**src/rtl/rs_dec_pkg.sv**
```systemverilog
// rtl/rs_dec_pkg.sv - shared widths, FSM state and result record for the RS decode scheduler
package rs_dec_pkg;

    localparam int DATA_W        = 105;  // 21 data symbols
    localparam int SYND_W        = 25;   // 5 syndrome symbols
    localparam int ERR_W         = 3;
    localparam int SYM_W         = 5;
    localparam int TAG_W         = 8;
    localparam int T_MAX_DEFAULT = 2;

    typedef enum logic [1:0] {
        IDLE,
        ISSUE,
        GAP,
        FAULT
    } state_e;

    // One buffered completion, as stored in the result FIFO.
    typedef struct packed {
        logic [DATA_W-1:0] data;
        logic              pkt_new;
        logic [ERR_W-1:0]  errors;
        logic [TAG_W-1:0]  seq;
    } result_t;

    // Statistics counters stick at all-ones instead of wrapping.
    function automatic logic [15:0] sat_add16(input logic [15:0] a, input logic [15:0] b);
        logic [16:0] s;
        s = {1'b0, a} + {1'b0, b};
        return s[16] ? 16'hFFFF : s[15:0];
    endfunction

endpackage

```
**src/rtl/rs_result_fifo.sv**
```systemverilog
// rtl/rs_result_fifo.sv - synchronous show-ahead FIFO holding decoded results
// Ports: clk/rst (sync, active-high), wr_en/wr_data push, rd_en pop,
// rd_data shows the head entry whenever valid is high, count = entries held.
module rs_result_fifo #(
    parameter int WIDTH = 117,
    parameter int DEPTH = 4
) (
    input  logic                     clk,
    input  logic                     rst,
    input  logic                     wr_en,
    input  logic [WIDTH-1:0]         wr_data,
    input  logic                     rd_en,
    output logic [WIDTH-1:0]         rd_data,
    output logic                     valid,
    output logic [$clog2(DEPTH):0]   count
);

    localparam int AW = $clog2(DEPTH);
    localparam logic [AW:0] DEPTH_C = (AW+1)'(DEPTH);

    logic [WIDTH-1:0] mem_q [DEPTH];
    logic [AW-1:0]    wr_ptr_q, wr_ptr_d;
    logic [AW-1:0]    rd_ptr_q, rd_ptr_d;
    logic [AW:0]      count_q, count_d;
    logic             full;
    logic             do_wr;
    logic             do_rd;

    always_comb begin
        full  = (count_q == DEPTH_C);
        do_rd = rd_en & (count_q != '0);
        // A pop in the same cycle frees the slot, so a full FIFO still accepts.
        do_wr = wr_en & (~full | do_rd);

        wr_ptr_d = do_wr ? wr_ptr_q + 1'b1 : wr_ptr_q;
        rd_ptr_d = do_rd ? rd_ptr_q + 1'b1 : rd_ptr_q;

        count_d = count_q;
        if (do_wr && !do_rd) begin
            count_d = count_q + 1'b1;
        end else if (!do_wr && do_rd) begin
            count_d = count_q - 1'b1;
        end
    end

    always_ff @(posedge clk) begin
        if (rst) begin
            wr_ptr_q <= '0;
            rd_ptr_q <= '0;
            count_q  <= '0;
        end else begin
            wr_ptr_q <= wr_ptr_d;
            rd_ptr_q <= rd_ptr_d;
            count_q  <= count_d;
        end
    end

    always_ff @(posedge clk) begin
        if (do_wr) begin
            mem_q[wr_ptr_q] <= wr_data;
        end
    end

    assign rd_data = mem_q[rd_ptr_q];
    assign valid   = (count_q != '0);
    assign count   = count_q;

endmodule

```
**src/rtl/rs_decode_scheduler.sv**
```systemverilog
// rtl/rs_decode_scheduler.sv - issues codewords to the RS decoder core and buffers tagged results
// Ports: aclk/areset (sync, active-high); enable gates new issues; clear_fault leaves FAULT;
// cw_* codeword input handshake; core_* issue/completion interface to the decoder core;
// res_* show-ahead result handshake; cnt_* saturating statistics; err_* sticky flags; busy.
module rs_decode_scheduler
    import rs_dec_pkg::*;
#(
    parameter int MAX_INFLIGHT = 4,
    parameter int MIN_GAP      = 2,
    parameter int TIMEOUT      = 255,
    parameter int T_MAX        = T_MAX_DEFAULT
) (
    input  logic              aclk,
    input  logic              areset,
    input  logic              enable,
    input  logic              clear_fault,
    input  logic              cw_valid,
    output logic              cw_ready,
    input  logic [DATA_W-1:0] cw_data,
    input  logic [SYND_W-1:0] cw_synd,
    output logic              core_vld,
    output logic [DATA_W-1:0] core_dta,
    output logic [SYND_W-1:0] core_synd,
    input  logic              core_pkt_vld,
    input  logic [DATA_W-1:0] core_pkt_dta,
    input  logic              core_pkt_new,
    input  logic [ERR_W-1:0]  core_pkt_errors,
    output logic              res_valid,
    input  logic              res_ready,
    output logic [DATA_W-1:0] res_data,
    output logic              res_new,
    output logic [ERR_W-1:0]  res_errors,
    output logic              res_uncorr,
    output logic [TAG_W-1:0]  res_seq,
    output logic [15:0]       cnt_cw,
    output logic [15:0]       cnt_corr_sym,
    output logic [15:0]       cnt_uncorr,
    output logic              err_timeout,
    output logic              err_spurious,
    output logic              busy
);

    localparam int IW = $clog2(MAX_INFLIGHT) + 1;
    localparam logic [IW:0]      SLOT_LIMIT = (IW+1)'(MAX_INFLIGHT);
    localparam logic [7:0]       GAP_LAST   = 8'(MIN_GAP - 1);
    localparam logic [8:0]       WD_LIMIT   = 9'(TIMEOUT);
    localparam logic [ERR_W-1:0] T_MAX_E    = ERR_W'(T_MAX);

    state_e            state_q, state_d;
    logic [7:0]        gap_q, gap_d;
    logic [IW-1:0]     inflight_q, inflight_d;
    logic [7:0]        wd_q, wd_d;
    logic [TAG_W-1:0]  tag_q, tag_d;
    logic [DATA_W-1:0] dta_q, dta_d;
    logic [SYND_W-1:0] synd_q, synd_d;
    logic [15:0]       cnt_cw_q, cnt_cw_d;
    logic [15:0]       cnt_corr_q, cnt_corr_d;
    logic [15:0]       cnt_uncorr_q, cnt_uncorr_d;
    logic              err_to_q, err_to_d;
    logic              err_sp_q, err_sp_d;

    logic              accept, issue, comp, spurious, expire, clear_ok;
    logic [8:0]        wd_inc;
    logic [IW-1:0]     fifo_count;
    logic              fifo_valid, fifo_rd;
    result_t           wr_entry, rd_entry;

    assign accept   = cw_valid & cw_ready;
    assign issue    = (state_q == ISSUE);
    assign comp     = core_pkt_vld & (inflight_q != '0);
    assign spurious = core_pkt_vld & (inflight_q == '0);
    assign wd_inc   = {1'b0, wd_q} + 9'd1;
    // A completion in the expiry cycle rescues the core, so it blocks the fault.
    assign expire   = (inflight_q != '0) & ~core_pkt_vld & (wd_inc == WD_LIMIT);
    assign clear_ok = clear_fault & (state_q == FAULT);

    // FSM: state register
    always_ff @(posedge aclk) begin
        if (areset) begin
            state_q <= IDLE;
            gap_q   <= '0;
        end else begin
            state_q <= state_d;
            gap_q   <= gap_d;
        end
    end

    // FSM: next state
    always_comb begin
        state_d = state_q;
        gap_d   = gap_q;
        case (state_q)
            IDLE:  if (accept) state_d = ISSUE;
            ISSUE: begin
                state_d = GAP;
                gap_d   = '0;
            end
            GAP: begin
                if (gap_q == GAP_LAST) state_d = IDLE;
                else gap_d = gap_q + 8'd1;
            end
            FAULT: if (clear_fault) state_d = IDLE;
            default: state_d = IDLE;
        endcase
        if (expire) state_d = FAULT;
    end

    // FSM: outputs
    always_comb begin
        core_vld = (state_q == ISSUE);
        cw_ready = (state_q == IDLE) & enable &
                   (({1'b0, inflight_q} + {1'b0, fifo_count}) < SLOT_LIMIT);
        busy     = (state_q != IDLE) | (inflight_q != '0) | (fifo_count != '0);
    end

    // Datapath, credit, watchdog and statistics
    always_comb begin
        dta_d  = accept ? cw_data : dta_q;
        synd_d = accept ? cw_synd : synd_q;

        if (expire) begin
            inflight_d = '0;
        end else begin
            inflight_d = inflight_q + {{(IW-1){1'b0}}, issue} - {{(IW-1){1'b0}}, comp};
        end

        wd_d = wd_q;
        if (clear_ok || expire || core_pkt_vld || (issue && inflight_q == '0)) begin
            wd_d = '0;
        end else if (inflight_q != '0) begin
            wd_d = wd_inc[7:0];
        end

        tag_d        = comp ? tag_q + 8'd1 : tag_q;
        cnt_cw_d     = cnt_cw_q;
        cnt_corr_d   = cnt_corr_q;
        cnt_uncorr_d = cnt_uncorr_q;
        if (comp) begin
            cnt_cw_d = sat_add16(cnt_cw_q, 16'd1);
            if (core_pkt_errors > T_MAX_E) begin
                cnt_uncorr_d = sat_add16(cnt_uncorr_q, 16'd1);
            end else begin
                cnt_corr_d = sat_add16(cnt_corr_q, {13'd0, core_pkt_errors});
            end
        end

        err_to_d = clear_ok ? 1'b0 : err_to_q;
        err_sp_d = clear_ok ? 1'b0 : err_sp_q;
        if (expire)   err_to_d = 1'b1;
        if (spurious) err_sp_d = 1'b1;

        wr_entry.data    = core_pkt_dta;
        wr_entry.pkt_new = core_pkt_new;
        wr_entry.errors  = core_pkt_errors;
        wr_entry.seq     = tag_q;
    end

    always_ff @(posedge aclk) begin
        if (areset) begin
            inflight_q   <= '0;
            wd_q         <= '0;
            tag_q        <= '0;
            dta_q        <= '0;
            synd_q       <= '0;
            cnt_cw_q     <= '0;
            cnt_corr_q   <= '0;
            cnt_uncorr_q <= '0;
            err_to_q     <= 1'b0;
            err_sp_q     <= 1'b0;
        end else begin
            inflight_q   <= inflight_d;
            wd_q         <= wd_d;
            tag_q        <= tag_d;
            dta_q        <= dta_d;
            synd_q       <= synd_d;
            cnt_cw_q     <= cnt_cw_d;
            cnt_corr_q   <= cnt_corr_d;
            cnt_uncorr_q <= cnt_uncorr_d;
            err_to_q     <= err_to_d;
            err_sp_q     <= err_sp_d;
        end
    end

    assign fifo_rd = fifo_valid & res_ready;

    rs_result_fifo #(
        .WIDTH ($bits(result_t)),
        .DEPTH (MAX_INFLIGHT)
    ) u_fifo (
        .clk     (aclk),
        .rst     (areset),
        .wr_en   (comp),
        .wr_data (wr_entry),
        .rd_en   (fifo_rd),
        .rd_data (rd_entry),
        .valid   (fifo_valid),
        .count   (fifo_count)
    );

    // Result fields read as zero whenever nothing is presented.
    assign res_valid    = fifo_valid;
    assign res_data     = fifo_valid ? rd_entry.data    : '0;
    assign res_new      = fifo_valid & rd_entry.pkt_new;
    assign res_errors   = fifo_valid ? rd_entry.errors  : '0;
    assign res_seq      = fifo_valid ? rd_entry.seq     : '0;
    assign res_uncorr   = fifo_valid & (rd_entry.errors > T_MAX_E);

    assign core_dta     = dta_q;
    assign core_synd    = synd_q;
    assign cnt_cw       = cnt_cw_q;
    assign cnt_corr_sym = cnt_corr_q;
    assign cnt_uncorr   = cnt_uncorr_q;
    assign err_timeout  = err_to_q;
    assign err_spurious = err_sp_q;

endmodule

```
**config.mk**
```make
export PLATFORM = sky130hd
export DESIGN_NAME = rs_decode_scheduler
export DESIGN_NICKNAME = d
export VERILOG_FILES = /design/src/rtl/rs_dec_pkg.sv /design/src/rtl/rs_result_fifo.sv /design/src/rtl/rs_decode_scheduler.sv
export SDC_FILE = /design/constraint.sdc
export NUM_CORES = 1
export LEC_CHECK = 0
export ABC_AREA = 0
export CORE_MARGIN = 2
export CORE_UTILIZATION = 55
export DETAILED_ROUTE_END_ITERATION = 10
export PLACE_DENSITY = 0.83
export SKIP_LAST_GASP = 1
export SLEW_MARGIN = 10
export SYNTH_ARGS = -nofsm -noshare
export SYNTH_HDL_FRONTEND = slang
export SYNTH_SLANG_ARGS = --single-unit
```
**constraint.sdc**
```tcl
create_clock -name aclk -period 6.26 [get_ports aclk]
set_input_delay 0.626 -clock aclk [delete_from_list [all_inputs] [get_ports aclk]]
set_output_delay 0.626 -clock aclk [all_outputs]
set_load 0.01 [all_outputs]
```
# Word-level counts from Yosys, hierarchy flattened
# Memories as Yosys holds them, arrays and structs flattened. A register that Yosys moved wholly into a read port is not among the register bits.
# Cells that the tools add are included.
word_totals:
  regBits: 216
  ram_bits: 468
  in_bits: 246
  output_inout_bits: 302
  word_cells: 106
  n_memories: 1
mem_list:
  columns: ["name", "words", "word_bits", "read_ports", "rd_ports_with_merged_regs", "write_ports", "line", "text"]
  rows:
  - ["u_fifo.mem_q", 4, 117, 1, 1, 1, "rs_result_fifo.sv:21", "logic [WIDTH-1:0] mem_q [DEPTH];"]
classes:
  n_addsub: 13
  n_lt_le_gt_ge: 3
  eq_ne: 10
  muxes: 22
  bitwise_logic: 19
  n_reduce_logical: 23
ops:
  columns: ["op", "count"]
  rows:
  - ["$mux 105", 1]
  - ["$mux 16", 3]
  - ["$add 16x1->17 const B", 2]
  - ["$add 16x3->17", 1]
  - ["$add 8x1->8 const B", 2]
  - ["$mux 8", 2]
  - ["$pmux 8 s2", 1]
  - ["$and 1x1->1", 13]
  - ["$mux 2", 6]
  - ["$reduce_bool 2->1", 5]
  - ["$add 8x1->9 const B", 1]
  - ["$eq 9x8->1 const B", 1]
  - ["$mux 3", 3]
  - ["$ne 3x3->1 const B", 3]
  - ["$eq 8x1->1 const B", 1]
  - ["$pmux 2 s4", 1]
  - ["$gt 3x2->1 const B", 2]
  - ["$reduce_and 2->1", 3]
  - ["$reduce_bool 3->1", 2]
  - ["$mux 1", 5]
  - ["$add 2x1->2 const B", 2]
  - ["$add 3x3->4", 1]
  - ["$eq 2x2->1 const B", 2]
  - ["$lt 4x3->1 const B", 1]
  - ["16 further kinds", 26]

# Longest topological paths before layout
# Gate-level depths: netlist of run 1.
depth:
  word_depth: 9
  mapped_depth: 11
  ltp_nobuf: 9

# Cells and area by module
# Synthesis of run 1 repeated with hierarchy kept, for this count alone.
unflattened:
  cells_unflattened: 1858
  area_unflattened_um2: 26788.2
modules_own_cells:
  columns: ["module", "instances", "cells_each", "area_per_inst_um2", "seq_area_each_um2"]
  rows:
  - ["rs_result_fifo", 1, 658, 17319.1, 14233.7]
  - ["rs_decode_scheduler", 1, 1200, 9469.1, 4184.0]

# Worst setup path before layout of run 1
# Ideal clock, no wire load.
synth_path:
  kind: "in2reg"
  start: "input port core_pkt_vld"
  end: "memory u_fifo.mem_q[0][0], enable pin"
  setup_ps: 490
  arrival_ps: 3799
  required_time_ps: 5770
  path_slack_ps: 1971
  cell_stages: 3
  n_path_buf: 0
  cell_sequence: "o31ai_4 > nor2_1 > and2_1"
synth_between:
  elab_chain_cells: 4
synth_lines:
  columns: ["item", "line", "text"]
  rows:
  - ["from (decl)", "rs_decode_scheduler.sv:24", "input logic core_pkt_vld,"]
  - ["$and 1x1->1", "rs_decode_scheduler.sv:70", "assign comp = core_pkt_vld & (inflight_q != '0);"]
  - ["$and 1x1->1", "rs_result_fifo.sv:33", "do_wr = wr_en & (~full | do_rd);"]
  - ["net u_fifo.do_wr", "rs_result_fifo.sv:26", "logic do_wr;"]
  - ["$mux 1", "rs_result_fifo.sv:59", "if (do_wr) begin"]
  - ["$mux 1 (not written as such)", "rs_result_fifo.sv:60", "mem_q[wr_ptr_q] <= wr_data;"]
  - ["to (decl)", "rs_result_fifo.sv:21", null]
# The timed path passes the listed nets, and every way through them passes these cells.

==> results of run 1 <==
[cell families after synthesis]
group,Yosys count,synth area share
and+or+nand+nor,617,0.111
AOI/OAI and AO/OA,223,0.0475
adders and majority gates,22,0.0113
DFF,686,0.696
muxes,126,0.103
buffers and inverters,118,0.0179
xor gates and xnor gates,40,0.0132
[area by class of cell]
cell class	count	area [sq um]
Sequential cell	686	18400
Fill cell	2987	12800
Multi-Input combinational cell	1028	7590
Timing Repair Buffer	564	5620
Clock buffer	92	1990
Tap cell	615	769
Clock inverter	31	369
Inverter	16	60.1
Antenna cell	5	12.5
[metrics by stage]
stage	setup slack [ns]	power [mW]	instances	util
after floorplan	1.97	7.99	1832	-
after global placement	2.67	10.1	2909	0.681
after detailed placement	2.59	10.2	2909	0.681
after global routing	1.94	14.9	3037	0.731
after CTS	2.09	14.5	3032	0.731
final	2.22	14.3	3037	0.731
[per-layer routing]
metal	vias up	part of all wire	global-route usage
li1	7820	-	-
met1	8522	0.37	0.331
met2	734	0.51	0.471
met3	118	0.090	0.0864
met4	10	0.031	0.102
met5	-	0.00081	0
[report_power, final]
part / total (mW) / switching (mW) / internal (mW) / leakage [nW]
clock: 4.28 / 1.70 / 2.57 / 1.17
combinational: 4.34 / 2.09 / 2.25 / 4.29
sequential: 5.73 / 0.302 / 5.43 / 6.01
[worst paths after layout]
kind	to	slack (ns)	depth (start not counted)
setup reg to reg	core_dta[36]$_SDFFE_PP0P_	3.08	7
hold / removal	core_dta[17]$_SDFFE_PP0P_	0.45	2
hold reg to reg	core_dta[17]$_SDFFE_PP0P_	0.45	2
setup / recovery	res_data[13]	2.22	4
[cell usage in the layout (no fill, tap or decap), types with 23 or more instances in the layout]
master | netlist | routed
mux4_2 | 117 | 117
a21oi_1 | 172 | 172
dfxtp_1 | 218 | 216
edfxtp_1 | 468 | 468
nand2_1 | 297 | 296
nor2_1 | 72 | 72
and2_1 | 124 | 119
clkbuf_16 | 0 | 75
nand3_1 | 23 | 23
clkdlybuf4s50_1 | 0 | 546
[registers in the layout (all words and copies together), names as in the netlist, 3 cells and up, named ones only]
register and count:
cnt_corr_sym 16, core_synd 25, cnt_uncorr 16, gap_q 8, u_fifo.count 3, u_fifo.mem_q 468, cnt_cw 16, wd_q 8
inflight_q 3, core_dta 105, tag_q 8
[synthesized netlist by cell type, drive strengths merged, types with 3 or more instances]
library cell,instances,area share
edfxtp,468,0.53
nand2,298,0.042
dfxtp,218,0.16
a21oi,172,0.033
and2,124,0.029
mux4,117,0.10
clkbuf,74,0.010
nor2,72,0.010
buf,28,0.0052
nand3,24,0.0047
nor3,22,0.0042
xor2,22,0.0073
ha,19,0.0090
xnor2,18,0.0060
and3,17,0.0040
inv,16,0.0023
nand4,15,0.0035
a31oi,9,0.0024
mux2i,9,0.0034
or3,7,0.0017
a211oi,6,0.0017
nor2b,6,0.0014
nor4,6,0.0014
o21ai,6,0.0013
a21o,5,0.0014
and4,5,0.0017
o211ai,5,0.0014
a311oi,3,0.00099
fa,3,0.0023
nand2b,3,0.00071
nor3b,3,0.00085
o31ai,3,0.0014
[critical path: cells and delay by family, from the launching register on]
| family | cells | cell delay [ns] |
|---|---|---|
| and+or+nand+nor | 1 | 0.19 |
| muxes | 1 | 0.58 |
| DFF | 1 | 0.88 |
| buffers and inverters | 2 | 1.13 |
==> run summary, run 1 <==
Sequential area share after synthesis: 0.696
Synth warn: 0
Fin crit period: 4.04 ns
Inserted Clock Buffers: 70
Vias in the first global route: 17353
Worst Hold Slack: 0.452 ns
Clock latency on the worst-skew pair: 0.60 ns
IO Count: 548
Die height: 223 um
Max-slew violation count: 0
Synth async-reset ratio: 0
Vias: 17204
Reg clk slew, reported paths: 0.06 ns
Total global-route track usage: 0.276
R2R Path Start: inflight_q[2]$_SDFF_PP0_
Synthesized net count: 2100
Pre-antenna DRT Iters: 5
Skew final: 0.0128 ns
Max Clk Rate: 0.248 GHz
Post-Synthesis Cells: 1832
Slew HR: 0.285
RSZ-0062 raised after global routing: no
Wire per inst: 22.9 um
Worst EP required: 5.63 ns
Crit Path Category: flop to primary output
DP Area: 0.0325 sq mm
Fin. Hold Viols: 0
Max-cap violations: 0
Antenna-violating nets left: 0
# nets final: 2634
# Post-CTS Setup Buffers: 0
Clk sinks: 686
Crit start category: flop
Total wire length: 69500 um
GRT Residual Overflow: 0
Mean post-synth cell area: 14.4 sq um
#FFs+latches synth: 686
Initial antenna violation count: 11
CTS root buf: clkbuf_16
Die Area: 0.0499 sq mm
Hold bufs inserted after CTS: 0
Setup TNS: 0 ns
Drt initial violations: 1338
# resized after CTS: 0
Design Area, Final: 0.0348 sq mm
Max VDD drop: 0.350 mV
Worst slew pin tran: 1.07 ns
HPWL after detailed placement: 45100 um
GPL Wtd Cong: 0.895
Die W: 223 um
CP cell instances: buf_4 > mux4_2 > and2_1 > clkdlybuf4s50_1
Final setup vio count: 0
Synth cell types: 63
Crit path largest cell delay: 0.88 ns
# port buffers: 547
Slowest CP cell: dfxtp_4
Leak Pwr: 11.5 nW
Starting Density: 0.555
Pin count of the biggest net entering global routing: 118
Status: completed
Max Root-Sink Buffers: 3
Number of synthesized flops with an enable pin: 468
DR DRC count: 0
Worst Hold Class: flop to flop
CTS H-tree lvls: 3
Pwr dens: 412 mW/mm^2
Syn Std Cell Area: 0.0265 sq mm
Tcrit/Tclk final: 0.645
Vias per std cell: 5.66
CTS tree: yes
First-pass GRT wire length: 104000 um
CP endpoint kind: primary output
Rows: 80
Share of cells above drive strength 1: 0.108
Dominant synthesized flop cell: edfxtp_1
Worst path arrival time: 3.41 ns
HP Start: core_dta[17]$_SDFFE_PP0P_
Worst-path fanout max: 41
Floorplan Core Area: 0.0476 sq mm
Area growth syn-to-layout: 31.7%
No activity file was read; power rests on OpenSTA's default activity.
==> inputs of run 2 (changes only) <==
--- a/config.mk
+++ b/config.mk
@@ -7,9 +7,9 @@
 export LEC_CHECK = 0
 export ABC_AREA = 0
 export CORE_MARGIN = 2
-export CORE_UTILIZATION = 55
+export CORE_UTILIZATION = 51
 export DETAILED_ROUTE_END_ITERATION = 10
-export PLACE_DENSITY = 0.83
+export PLACE_DENSITY = 0.78
 export SKIP_LAST_GASP = 1
 export SLEW_MARGIN = 10
 export SYNTH_ARGS = -nofsm -noshare
==> constraint.sdc (replaced) <==
create_clock -name aclk -period 4.18 [get_ports aclk]
set_input_delay 0.418 -clock aclk [delete_from_list [all_inputs] [get_ports aclk]]
set_output_delay 0.418 -clock aclk [all_outputs]
set_load 0.01 [all_outputs]
==> run summary, run 2 (synthesis gave the netlist of run 1 again) <==
Status: completed
Pre-antenna DRT Iters: 6 (+1)
CTS tree: yes
Die Area: 0.0537 sq mm (+7.7%)
Vias in the first global route: 17313 (-0.23%)
Skew final: 0.0179 ns (+0.00507 ns)
Worst Hold Slack: 0.347 ns (-0.105 ns)
Reg clk slew, reported paths: 0.06 ns (about the same)
Final worst slack: 0.830 ns (-1.39 ns)
Worst path arrival time: 2.93 ns (-0.48 ns)
Clock latency on the worst-skew pair: 0.60 ns (about the same)
GPL Wtd Cong: 0.944 (+5.5%)
Worst-path fanout max: 68 (+66%)
Die W: 232 um (+3.8%)
Setup Slack @ Placement: 1.10 ns (-1.49 ns)
First-pass GRT wire length: 105000 um (+0.49%)
Top reg by flops: u_fifo.mem_q
Worst-case reg-to-reg path depth: 7 (unchanged)
GRT Residual Overflow: 0 (unchanged)
Max Clk Rate: 0.299 GHz
Rows: 83 (+3.8%)
Share of cells above drive strength 1: 0.110 (+0.00217)
CP endpoint kind: primary output
Crit Path Category: flop to primary output
Commonest non-fill, non-tap cell in the layout: clkdlybuf4s50_1
Die height: 232 um (+3.8%)
Worst EP required: 3.76 ns (-1.87 ns)
Worst R2R End: core_dta[62]$_SDFFE_PP0P_
Max Root-Sink Buffers: 3 (unchanged)
R2R Path Start: inflight_q[2]$_SDFF_PP0_
HPWL after detailed placement: 48000 um (+6.5%)
IO Count: 548 (unchanged)
Crit start category: flop
RSZ-0062 raised after global routing: no
Initial antenna violation count: 18 (+7)
Worst setup path startpoint: u_fifo.count[1]$_SDFFE_PP0P_
Vias: 17214 (+0.058%)
Floorplan Core Area: 0.0513 sq mm (+7.7%)
Max reg flops: 468 (unchanged)
Max VDD drop: 0.388 mV (+11%)
Drt initial violations: 1498 (+12%)
Area growth syn-to-layout: 32.8%
Leak Pwr: 11.5 nW (+0.64%)
CTS root buf: clkbuf_16
Max-slew violation count: 0 (unchanged)
Wire per inst: 22.8 um (-0.50%)
Setup TNS: 0 ns (unchanged)
CP Capture Point: res_seq[5]
Slew HR: 0.447 (+0.161)
Fin crit period: 3.35 ns
Final setup vio count: 0 (unchanged)
Max-cap violations: 0 (unchanged)
Hold bufs inserted after CTS: 0 (unchanged)
CTS H-tree lvls: 3 (unchanged)
R2R setup slack: 1.46 ns (-1.62 ns)
Inserted Clock Buffers: 70 (unchanged)
Clk sinks: 686 (unchanged)
Pwr dens: 611 mW/mm^2 (+48%)
Worst slew pin tran: 0.830 ns (-0.242 ns)
Vias per std cell: 5.51 (-2.8%)
DP Area: 0.0328 sq mm (+1.1%)
# port buffers: 547 (unchanged)
Fin. Hold Viols: 0 (unchanged)
DR DRC count: 0 (unchanged)
Antenna-violating nets left: 0 (unchanged)
Worst Hold Class: input pin to flop
Starting Density: 0.516 (-0.0396)
Most frequent cells in the layout: clkdlybuf4s50_1, edfxtp_1, nand2_1
# Post-CTS Setup Buffers: 0 (unchanged)
Total global-route track usage: 0.261 (-0.0153)
Tcrit/Tclk final: 0.801
# resized after CTS: 0 (unchanged)
Design Area, Final: 0.0351 sq mm (+0.86%)
Pin count of the biggest net entering global routing: 108 (-8.5%)
Total wire length: 71200 um (+2.4%)
# nets final: 2647 (+0.49%)
[run 2: changes by cell type in the layout (fill, tap and decap cells not counted), sizes merged]
cell and change:
buf +13, bufinv -2, clkbuf +5, clkinv +1, diode +8, inv -1
[run 2: worst min-delay path by stage]
stage | endpoint | start | cells past startpoint
after floorplan | wd_q[7]$_SDFFE_PP0N_ | wd_q[7]$_SDFFE_PP0N_ | 1
after global placement | core_dta[28]$_SDFFE_PP0P_ | core_dta[28]$_SDFFE_PP0P_ | 2
after detailed placement | core_dta[16]$_SDFFE_PP0P_ | core_dta[16]$_SDFFE_PP0P_ | 2
after CTS | gap_q[2]$_SDFFE_PP0P_ | areset | 2
after global routing | core_dta[47]$_SDFFE_PP0P_ | cw_data[47] | 3
final | gap_q[4]$_SDFFE_PP0P_ | areset | 2
[run 2: routing by layer]
metal  vias to the layer above  share of wire  global-route usage  wire length, um
met5                         -         0.0011                   0               81
met4                        12          0.033               0.113             2330
met3                       118          0.087              0.0829             6210
met2                       669           0.51               0.438            36200
met1                      8538           0.37               0.309            26400
li1                       7877              -                   -                -
[run 2: worst max-delay path: stages (launching register included)]
cell and delay [ns]:
dfxtp_1 0.43, or3_4 0.59, buf_4 0.40, and2_1 0.18, clkdlybuf4s50_1 0.64
[run 2: power by group]
group          switching, mW  leakage (nW)  internal [mW]
Combinational           3.22          4.39           3.48
Clock                   2.54          1.13           3.71
Sequential             0.397          6.01           8.12
Total                   6.16          11.5           15.3
[run 2: area by class of cell]
class,instances,area (sq um)
clock inverters,29,308
clock buffers,97,1990
diodes,13,32.5
multi-input cells,1028,7590
fillers,3537,16200
well taps,680,851
inverters,16,60.1
repair buffers,577,5880
flip-flops and latches,686,18400
[run 2: through the flow]
| step | utilization | power (mW) | std cells |
|---|---|---|---|
| floorplan | - | 12.0 | 1832 |
| global placement | 0.639 | 15.2 | 2987 |
| detailed placement | 0.639 | 15.4 | 2987 |
| CTS | 0.684 | 21.7 | 3113 |
| global route | 0.685 | 22.4 | 3123 |
| finish | 0.685 | 21.5 | 3126 |
